File: config.mk
export PLATFORM = sky130hd
export DESIGN_NAME = axi_write_to_mem_bridge_flat
export DESIGN_NICKNAME = d
export VERILOG_FILES = /design/src/rtl/axi_write_to_mem_bridge_if.sv /design/src/rtl/axi_write_to_mem_bridge.sv /design/src/flat_wrapper.sv
export SDC_FILE = /design/constraint.sdc
export NUM_CORES = 1
export LEC_CHECK = 0
export BUFFER_PORTS_ARGS = -buffer_cell sky130_fd_sc_hd__buf_2
export CORE_AREA = 2 2 487 489
export CTS_CLUSTER_DIAMETER = 60
export DETAILED_ROUTE_END_ITERATION = 8
export DIE_AREA = 0 0 489 491
export PLACE_DENSITY = 0.31
export SYNTH_ARGS = -nofsm -noshare
export SYNTH_HDL_FRONTEND = slang
export SYNTH_SLANG_ARGS = --single-unit
export TNS_END_PERCENT = 5
File: constraint.sdc
create_clock -name clk -period 5.73 [get_ports clk]
set_clock_uncertainty 0.2 [all_clocks]
set_input_delay 0.8595 -clock clk [delete_from_list [all_inputs] [get_ports clk]]
set_output_delay 0.8595 -clock clk [all_outputs]
set_load 0.02 [all_outputs]
File: src/rtl/axi_write_to_mem_bridge_if.sv
// Signal bundle between an AXI4 write master and the bridge, plus the native memory request bus.
// The bridge uses the slave modport; the traffic source/memory model uses the master modport.
interface axi_write_to_mem_bridge_if #(
    parameter int unsigned AXI_DATA_WIDTH = 512,
    parameter int unsigned AXI_ADDR_WIDTH = 32,
    parameter int unsigned AXI_TID_WIDTH  = 8
);
    localparam int unsigned MEM_ADDR_WIDTH = AXI_ADDR_WIDTH - $clog2(AXI_DATA_WIDTH / 8);

    logic                        s_axi_awvalid;
    logic                        s_axi_awready;
    logic [AXI_ADDR_WIDTH-1:0]   s_axi_awaddr;
    logic [AXI_TID_WIDTH-1:0]    s_axi_awid;
    logic [7:0]                  s_axi_awlen;
    logic [2:0]                  s_axi_awsize;
    logic [1:0]                  s_axi_awburst;
    logic                        s_axi_wvalid;
    logic                        s_axi_wready;
    logic [AXI_DATA_WIDTH-1:0]   s_axi_wdata;
    logic [AXI_DATA_WIDTH/8-1:0] s_axi_wstrb;
    logic                        s_axi_wlast;
    logic                        s_axi_bvalid;
    logic                        s_axi_bready;
    logic [AXI_TID_WIDTH-1:0]    s_axi_bid;
    logic [1:0]                  s_axi_bresp;
    logic                        mem_req_valid;
    logic                        mem_req_ready;
    logic                        mem_req_rw;
    logic [MEM_ADDR_WIDTH-1:0]   mem_req_addr;
    logic [AXI_DATA_WIDTH-1:0]   mem_req_data;
    logic [AXI_DATA_WIDTH/8-1:0] mem_req_byteen;
    logic [AXI_TID_WIDTH-1:0]    mem_req_tag;

    modport slave (
        input  s_axi_awvalid, s_axi_awaddr, s_axi_awid, s_axi_awlen, s_axi_awsize, s_axi_awburst,
        input  s_axi_wvalid, s_axi_wdata, s_axi_wstrb, s_axi_wlast, s_axi_bready, mem_req_ready,
        output s_axi_awready, s_axi_wready, s_axi_bvalid, s_axi_bid, s_axi_bresp,
        output mem_req_valid, mem_req_rw, mem_req_addr, mem_req_data, mem_req_byteen, mem_req_tag
    );

    modport master (
        output s_axi_awvalid, s_axi_awaddr, s_axi_awid, s_axi_awlen, s_axi_awsize, s_axi_awburst,
        output s_axi_wvalid, s_axi_wdata, s_axi_wstrb, s_axi_wlast, s_axi_bready, mem_req_ready,
        input  s_axi_awready, s_axi_wready, s_axi_bvalid, s_axi_bid, s_axi_bresp,
        input  mem_req_valid, mem_req_rw, mem_req_addr, mem_req_data, mem_req_byteen, mem_req_tag
    );
endinterface

File: src/rtl/axi_write_to_mem_bridge.sv
// AXI4 write-channel slave: one burst at a time, each W beat becomes a memory write request,
// one B response per burst. Unsupported bursts are drained and answered with SLVERR.
module axi_write_to_mem_bridge #(
    parameter int unsigned AXI_DATA_WIDTH = 512,
    parameter int unsigned AXI_ADDR_WIDTH = 32,
    parameter int unsigned AXI_TID_WIDTH  = 8
) (
    input logic                      clk,
    input logic                      reset_n,
    axi_write_to_mem_bridge_if.slave bus
);
    localparam int unsigned BYTE_LSB       = $clog2(AXI_DATA_WIDTH / 8);
    localparam int unsigned MEM_ADDR_WIDTH = AXI_ADDR_WIDTH - BYTE_LSB;
    localparam logic [2:0]  FULL_SIZE      = 3'(BYTE_LSB);
    localparam logic [1:0]  BURST_INCR     = 2'b01;

    typedef enum logic [1:0] {StIdle, StData, StResp} state_e;

    state_e                    state_q, state_d;
    logic [MEM_ADDR_WIDTH-1:0] addr_q, addr_d;
    logic [AXI_TID_WIDTH-1:0]  id_q, id_d;
    logic [7:0]                len_q, len_d;
    logic [7:0]                beat_cnt_q, beat_cnt_d;
    logic [1:0]                burst_q, burst_d;
    logic                      err_q, err_d;
    logic                      last_err_q, last_err_d;
    logic                      beat;

    // Sub-word address bits carry no information for a full-width beat.
    logic unused_awaddr_lsbs;
    assign unused_awaddr_lsbs = ^bus.s_axi_awaddr[BYTE_LSB-1:0];

    always_ff @(posedge clk or negedge reset_n) begin
        if (!reset_n) begin
            state_q    <= StIdle;
            addr_q     <= '0;
            id_q       <= '0;
            len_q      <= '0;
            beat_cnt_q <= '0;
            burst_q    <= '0;
            err_q      <= 1'b0;
            last_err_q <= 1'b0;
        end else begin
            state_q    <= state_d;
            addr_q     <= addr_d;
            id_q       <= id_d;
            len_q      <= len_d;
            beat_cnt_q <= beat_cnt_d;
            burst_q    <= burst_d;
            err_q      <= err_d;
            last_err_q <= last_err_d;
        end
    end

    always_comb begin
        state_d           = state_q;
        addr_d            = addr_q;
        id_d              = id_q;
        len_d             = len_q;
        beat_cnt_d        = beat_cnt_q;
        burst_d           = burst_q;
        err_d             = err_q;
        last_err_d        = last_err_q;
        beat              = 1'b0;
        bus.s_axi_awready = 1'b0;
        bus.s_axi_wready  = 1'b0;
        bus.s_axi_bvalid  = 1'b0;
        bus.mem_req_valid = 1'b0;

        unique case (state_q)
            StIdle: begin
                bus.s_axi_awready = 1'b1;
                if (bus.s_axi_awvalid) begin
                    addr_d     = bus.s_axi_awaddr[AXI_ADDR_WIDTH-1:BYTE_LSB];
                    id_d       = bus.s_axi_awid;
                    len_d      = bus.s_axi_awlen;
                    burst_d    = bus.s_axi_awburst;
                    beat_cnt_d = '0;
                    err_d      = bus.s_axi_awburst[1] || (bus.s_axi_awsize != FULL_SIZE);
                    last_err_d = 1'b0;
                    state_d    = StData;
                end
            end
            StData: begin
                // Drain mode swallows beats; otherwise W and the memory bus are wired through.
                if (err_q) begin
                    bus.s_axi_wready = 1'b1;
                end else begin
                    bus.mem_req_valid = bus.s_axi_wvalid;
                    bus.s_axi_wready  = bus.mem_req_ready;
                end
                beat = bus.s_axi_wvalid && (err_q || bus.mem_req_ready);
                if (beat) begin
                    beat_cnt_d = beat_cnt_q + 8'd1;
                    if (burst_q == BURST_INCR) begin
                        addr_d = addr_q + MEM_ADDR_WIDTH'(1);
                    end
                    // The beat count ends the burst; wlast is only checked against it.
                    if (beat_cnt_q == len_q) begin
                        err_d   = err_q || !bus.s_axi_wlast || last_err_q;
                        state_d = StResp;
                    end else if (bus.s_axi_wlast) begin
                        last_err_d = 1'b1;
                    end
                end
            end
            StResp: begin
                bus.s_axi_bvalid = 1'b1;
                if (bus.s_axi_bready) begin
                    state_d = StIdle;
                end
            end
            default: state_d = StIdle;
        endcase
    end

    assign bus.s_axi_bid      = id_q;
    assign bus.s_axi_bresp    = (state_q == StResp && err_q) ? 2'b10 : 2'b00;
    assign bus.mem_req_rw     = 1'b1;
    assign bus.mem_req_addr   = addr_q;
    assign bus.mem_req_data   = bus.s_axi_wdata;
    assign bus.mem_req_byteen = bus.s_axi_wstrb;
    assign bus.mem_req_tag    = id_q;
endmodule

File: src/flat_wrapper.sv
// flat-port wrapper written by rule: the top's interface ports become plain ports
module axi_write_to_mem_bridge_flat 
#(
    parameter int unsigned AXI_DATA_WIDTH = 512,
    parameter int unsigned AXI_ADDR_WIDTH = 32,
    parameter int unsigned AXI_TID_WIDTH  = 8
)
  (clk, reset_n, bus_s_axi_awvalid, bus_s_axi_awaddr, bus_s_axi_awid, bus_s_axi_awlen, bus_s_axi_awsize, bus_s_axi_awburst, bus_s_axi_wvalid, bus_s_axi_wdata, bus_s_axi_wstrb, bus_s_axi_wlast, bus_s_axi_bready, bus_mem_req_ready, bus_s_axi_awready, bus_s_axi_wready, bus_s_axi_bvalid, bus_s_axi_bid, bus_s_axi_bresp, bus_mem_req_valid, bus_mem_req_rw, bus_mem_req_addr, bus_mem_req_data, bus_mem_req_byteen, bus_mem_req_tag);
  axi_write_to_mem_bridge_if #(.AXI_DATA_WIDTH(AXI_DATA_WIDTH), .AXI_ADDR_WIDTH(AXI_ADDR_WIDTH), .AXI_TID_WIDTH(AXI_TID_WIDTH)) bus_i ();
  input logic clk;
  input logic reset_n;
  input wire logic [$bits(bus_i.s_axi_awvalid)-1:0] bus_s_axi_awvalid;
  input wire logic [$bits(bus_i.s_axi_awaddr)-1:0] bus_s_axi_awaddr;
  input wire logic [$bits(bus_i.s_axi_awid)-1:0] bus_s_axi_awid;
  input wire logic [$bits(bus_i.s_axi_awlen)-1:0] bus_s_axi_awlen;
  input wire logic [$bits(bus_i.s_axi_awsize)-1:0] bus_s_axi_awsize;
  input wire logic [$bits(bus_i.s_axi_awburst)-1:0] bus_s_axi_awburst;
  input wire logic [$bits(bus_i.s_axi_wvalid)-1:0] bus_s_axi_wvalid;
  input wire logic [$bits(bus_i.s_axi_wdata)-1:0] bus_s_axi_wdata;
  input wire logic [$bits(bus_i.s_axi_wstrb)-1:0] bus_s_axi_wstrb;
  input wire logic [$bits(bus_i.s_axi_wlast)-1:0] bus_s_axi_wlast;
  input wire logic [$bits(bus_i.s_axi_bready)-1:0] bus_s_axi_bready;
  input wire logic [$bits(bus_i.mem_req_ready)-1:0] bus_mem_req_ready;
  output wire logic [$bits(bus_i.s_axi_awready)-1:0] bus_s_axi_awready;
  output wire logic [$bits(bus_i.s_axi_wready)-1:0] bus_s_axi_wready;
  output wire logic [$bits(bus_i.s_axi_bvalid)-1:0] bus_s_axi_bvalid;
  output wire logic [$bits(bus_i.s_axi_bid)-1:0] bus_s_axi_bid;
  output wire logic [$bits(bus_i.s_axi_bresp)-1:0] bus_s_axi_bresp;
  output wire logic [$bits(bus_i.mem_req_valid)-1:0] bus_mem_req_valid;
  output wire logic [$bits(bus_i.mem_req_rw)-1:0] bus_mem_req_rw;
  output wire logic [$bits(bus_i.mem_req_addr)-1:0] bus_mem_req_addr;
  output wire logic [$bits(bus_i.mem_req_data)-1:0] bus_mem_req_data;
  output wire logic [$bits(bus_i.mem_req_byteen)-1:0] bus_mem_req_byteen;
  output wire logic [$bits(bus_i.mem_req_tag)-1:0] bus_mem_req_tag;
  assign bus_i.s_axi_awvalid = bus_s_axi_awvalid;
  assign bus_i.s_axi_awaddr = bus_s_axi_awaddr;
  assign bus_i.s_axi_awid = bus_s_axi_awid;
  assign bus_i.s_axi_awlen = bus_s_axi_awlen;
  assign bus_i.s_axi_awsize = bus_s_axi_awsize;
  assign bus_i.s_axi_awburst = bus_s_axi_awburst;
  assign bus_i.s_axi_wvalid = bus_s_axi_wvalid;
  assign bus_i.s_axi_wdata = bus_s_axi_wdata;
  assign bus_i.s_axi_wstrb = bus_s_axi_wstrb;
  assign bus_i.s_axi_wlast = bus_s_axi_wlast;
  assign bus_i.s_axi_bready = bus_s_axi_bready;
  assign bus_i.mem_req_ready = bus_mem_req_ready;
  assign bus_s_axi_awready = bus_i.s_axi_awready;
  assign bus_s_axi_wready = bus_i.s_axi_wready;
  assign bus_s_axi_bvalid = bus_i.s_axi_bvalid;
  assign bus_s_axi_bid = bus_i.s_axi_bid;
  assign bus_s_axi_bresp = bus_i.s_axi_bresp;
  assign bus_mem_req_valid = bus_i.mem_req_valid;
  assign bus_mem_req_rw = bus_i.mem_req_rw;
  assign bus_mem_req_addr = bus_i.mem_req_addr;
  assign bus_mem_req_data = bus_i.mem_req_data;
  assign bus_mem_req_byteen = bus_i.mem_req_byteen;
  assign bus_mem_req_tag = bus_i.mem_req_tag;
  axi_write_to_mem_bridge #(.AXI_DATA_WIDTH(AXI_DATA_WIDTH), .AXI_ADDR_WIDTH(AXI_ADDR_WIDTH), .AXI_TID_WIDTH(AXI_TID_WIDTH)) u_core (.clk(clk), .reset_n(reset_n), .bus(bus_i));
endmodule
* Yosys cells after proc, flatten, opt, wreduce, memory -nomap -nowiden
Index checks and enable logic that the tools add are counted.
** Word-level totals
- Bits in registers :: 56
- Output and inout bits :: 625
- Logic and storage cells :: 65
** Cells by class
- Add/sub/neg operators :: 2
- Equality and inequality tests :: 12
- Multiplexer cells :: 28
- Reductions and logical operators :: 15
** Operator list (count)
- $mux 26 :: 3
- $pmux 26 s2 :: 1
- $add 26x1->26 const B :: 1
- $mux 8 :: 2
- $pmux 8 s2 :: 1
- $mux 1 :: 13
- $reduce_and 4->1 :: 3
- $mux 2 :: 5
- $add 8x1->8 const B :: 1
- $eq 8x8->1 :: 1
- $ne 2x2->1 const B :: 4
- $ne 2x1->1 const B :: 3
- $pmux 2 s3 :: 1
- $reduce_and 5->1 :: 1
- $eq 2x1->1 const B :: 2
- $logic_or 1x1->1 :: 4
- $pmux 1 s2 :: 2
- $ne 3x3->1 const B :: 1
- $reduce_and 3->1 :: 1
- $eq 2x2->1 const B :: 1
- $logic_and 1x1->1 :: 2
- $logic_not 2->1 :: 1
- $reduce_and 2->1 :: 1
- $reduce_bool 2->1 :: 1
- $logic_not 1->1 :: 1

* Depth between registers and ports, before layout
- Depth in word-level cells :: 6
- Depth in mapped cells :: 7

* Least setup slack after synthesis
No wires, ideal clock.
- Kind :: flip-flop to output port
- Start point :: register u_core.state_q[0]
- End point :: output bus_mem_req_valid
- Arrival time :: 1450 ps
- Setup slack :: 3221 ps
- Cell stages (with the launch flop) :: 6
- Cell sequence :: dfrtp_1 > buf_2 > nand2b_1 > clkbuf_1 > clkbuf_1 > nor3b_1
** Between the ends
- Longest elaborated chain between the ends :: 2
** RTL lines
- start: declaration :: line axi_write_to_mem_bridge.sv:19 : state_e state_q, state_d;
- start signal: assignment :: line axi_write_to_mem_bridge.sv:35 : state_q <= StIdle;
- start signal: assignment :: line axi_write_to_mem_bridge.sv:44 : state_q <= state_d;
- $eq 2x1->1 :: line axi_write_to_mem_bridge.sv:70 : unique case (state_q)
- $mux 1 :: line axi_write_to_mem_bridge.sv:70
- end: declaration :: line flat_wrapper.sv:29 : output wire logic [$bits(bus_i.mem_req_valid)-1:0] bus_mem_req_valid;
Every way passes these cells.

* Worst setup path after layout
- Start point :: register u_core.state_q[1]
- End point :: output bus_s_axi_wready
** Between the ends
- Longest elaborated chain between the ends :: 2
** RTL lines
- $eq 2x1->1 :: line axi_write_to_mem_bridge.sv:70
- $mux 1 :: line axi_write_to_mem_bridge.sv:70
- end: declaration :: line flat_wrapper.sv:25 : output wire logic [$bits(bus_i.s_axi_wready)-1:0] bus_s_axi_wready;
Every way passes these cells.

==> summary.md <==
| Metric | Value |
|---|---|
| TritonCTS clock tree | yes |
| Power share of the clock group | 16.1% |
| Startpoint type of the worst setup path | flop |
| GRT overflow | 0 |
| Crit path DAT | 2100 ps |
| CP Class | flop to primary output |
| Setup bufs post-CTS | 0 |
| Max Buffers Root-to-Sink | 2 |
| First-pass GRT wire length | around 120 mm |
| Number of synthesis warnings | 0 |
| Worst-skew pair later-pin latency | 350 ps |
| Final Cycle Share | between 50 and 60% |
| Synthesized instance count | 959 |
| Switching power | around 1.3 mW |
| Post-DP HPWL | 108 mm |
| Post-cts hold buffer count | 0 |
| Max IR drop VDD | 0.126 mV |
| Area share of the largest cell type after synthesis | 57.3% |
| Post-Route WL | roughly 110 mm |
| Worst rel slew slack | ~33% |
| Number of synthesized flops with an enable pin | 0 |
| Synth-to-layout area growth | 2.23% |
| Top-count cell post-synth | buf_4 |
| Seq pwr share | 33.8% |
| Ports | 1261 |
| Iteration-0 DRC Markers | 264 |
| Synth area leaders | buf_4, dfrtp_1, nand2_1 |
| Fraction of layout cells with a size suffix above 1 | 28.3% |
| Drt drc | 0 |
| Synthesized Nets | between 1500 and 2000 |
| Die width | 489 µm |
| Num CTS Buffers | 5 |
| Switching Share | 53.6% |
| Power Total | 2.36 mW |
| Pre-CTS setup slack | 2690 ps |
| Setup TNS | 0 ps |
| Clock Root Buffer | clkbuf_16 |
| Tmin final | 3160 ps |
| Final setup vio count | 0 |
| Crit-path max FO | 29 |
| Launching point of the worst reg2reg path | u_core.state_q[1]$_DFFE_PN0P_ |
| Slew Viols, Final | 0 |
| Chip height | 491 µm |
| Post_cts resized | 0 |
| WHS | roughly 300 ps |
| Combinational power share | between 50 and 60% |
| Port buffer count | 100 |
| Sink Count | 56 |
| Routed Antenna Nets | 0 |
| Pwr dens | between 300 and 400 nW/µm² |
| Final instance area | 7840 µm² |
| GRT Overall Usage | 9.11% |
| Final WS setup | 2570 ps |
| Nets | 1103 |
| Die area | 240000 µm² |
| Max-cap violation count | 0 |
| Final Hold Vio Count | 0 |
| Max frequency | 0.316 GHz |
| Initial core utilization | approximately 3.3% |
| Mapped Area | approximately 7700 µm² |
| Worst Setup SP | u_core.state_q[1]$_DFFE_PN0P_ |
| Hold_sp | u_core.len_q[5]$_DFFE_PN0P_ |
| Vias in the first global route | about 4500 |
| Placed Instance Area | 7690 µm² |
| Placer Congestion | 0.718 |
| CP endpoint kind | primary output |
| Worst min path class | flop to flop |
| Clock transition at path regs | ~100 ps |
| Register bit count reported by yosys | 56 |
| Drt wl/cell | 31.6 µm |
| Largest net degree at the start of global routing | 57 |
| Drt pass-1 iters | 4 |
| Synth top cells by count | buf_4, nand2_1, dfrtp_1 |
| Layout fillers | 27900 |
| Worst Path Required | roughly 4700 ps |
| Via density | 1.25 |
| Vias | 4525 |
| Leakage | 1.89 nW |
| Netlist cell types | 62 |
| Outcome | finished, final reports clean |
| Main flop type after synthesis | dfrtp_1 |
| Unrepaired setup endpoints after global routing | false |
| Int Power | around 1.1 mW |
| Std-Cell Rows | 178 |
| Mean Syn Cell Area | 8.00 µm² |
| Initial antenna violation count | 19 |
| Core area | 235000 µm² |
| Seq/Total Area, Yosys | between 10% and 20% |
| CTS H-tree lvls | 2 |
| Actual slew at the worst max-slew pin | around 1000 ps |
| Fraction of registers with async set/reset | 100% |
| Leading area contributor after synthesis | buf_4 |
[power groups by stage]
| stage | clock (mW) | sequential (mW) | combinational (mW) |
|---|---|---|---|
| 6_report | 0.380 | 0.799 | 1.18 |
| 5_1_grt | 0.418 | 0.827 | 1.31 |
| 4_1_cts | 0.421 | 0.799 | 1.24 |
| 3_5_place_dp | 0 | 0.806 | 1.24 |
| 3_3_place_gp | 0 | 0.804 | 1.24 |
| 2_1_floorplan | 0 | 0.833 | 1.26 |
[worst max-delay path, stage by stage (launching register included)]
cell and delay, ps:
dfrtp_1 660, nand2b_1 350, buf_4 410, nor2_1 100, buf_2 210
[cell type report]
class / instances / area (µm²) / share of cell area [%]
diodes: 1 / 2.50 / 0.0319
clock buffers: 5 / 125 / 1.60
clock inverters: 3 / 27.5 / 0.351
inverters: 7 / 26.3 / 0.335
multi-input cells: 288 / 1760 / 22.5
flip-flops and latches: 56 / 1400 / 17.9
well taps: 3150 / 3940 / 50.2
repair buffers: 107 / 556 / 7.08
[sequential cells by signal, summed over array words and instances (netlist names)]
signal / flops
u_core.bus.mem_req_addr: 26
u_core.beat_cnt_q: 8
u_core.bus.mem_req_tag: 8
u_core.len_q: 8
u_core.burst_q: 2
u_core.state_q: 2
u_core.err_q: 1
u_core.last_err_q: 1
[cells in the final DEF, fill, tap and decap left out, types with 5 or more instances in the layout]
master / count
nand3_1: 11
clkbuf_16: 5
and3_1: 5
nor3_1: 5
o22ai_1: 6
a211oi_1: 10
dfrtp_1: 56
nand4_1: 9
xnor2_1: 11
nand2_1: 77
a21oi_1: 20
o21ai_1: 5
inv_1: 7
nor2_1: 28
buf_4: 8
a311oi_1: 6
buf_2: 99
o21ai_0: 9
[cell families (layout without fill, tap and decap cells)]
family	Yosys count	count (layout)	synth area share (%)
XOR/XNOR	11	11	1.26
flip-flops	56	56	18.3
AND/OR/NAND/NOR	176	176	12.3
AO/OA/AOI/OAI	93	93	8.25
buffers and inverters	615	122	58.9
multiplexers	4	4	0.538
other	2	3	0.0979
adder cells (fa/ha/maj)	2	2	0.326
[through the flow]
step                util (%)  std cells
floorplan                  -        959
global placement        3.28       3608
detailed placement      3.28       3608
CTS                     3.34       3616
global route            3.34       3617
finish                  3.34       3617
[routing by layer]
metal	vias up	wire, µm	global-route usage, %
met5	-	381	1.11
met4	12	7510	5.46
met3	344	45500	16.7
met2	808	50900	14.3
met1	1815	10000	2.34
li1	1546	-	-
[worst paths after layout]
path                                                      endpoint  cells after the start  slack, ps
max in group asynchronous    u_core.bus.mem_req_tag[2]$_DFFE_PN0P_                      1       4200
max                                               bus_s_axi_wready                      4       2570
min reg2reg                            u_core.len_q[5]$_DFFE_PN0P_                      2        300
min in group asynchronous   u_core.bus.mem_req_addr[3]$_DFFE_PN0P_                      1        420
max reg2reg                u_core.bus.mem_req_addr[11]$_DFFE_PN0P_                      5       3020
min                                    u_core.len_q[5]$_DFFE_PN0P_                      2        300
No activity file was read; power rests on OpenSTA's default activity.
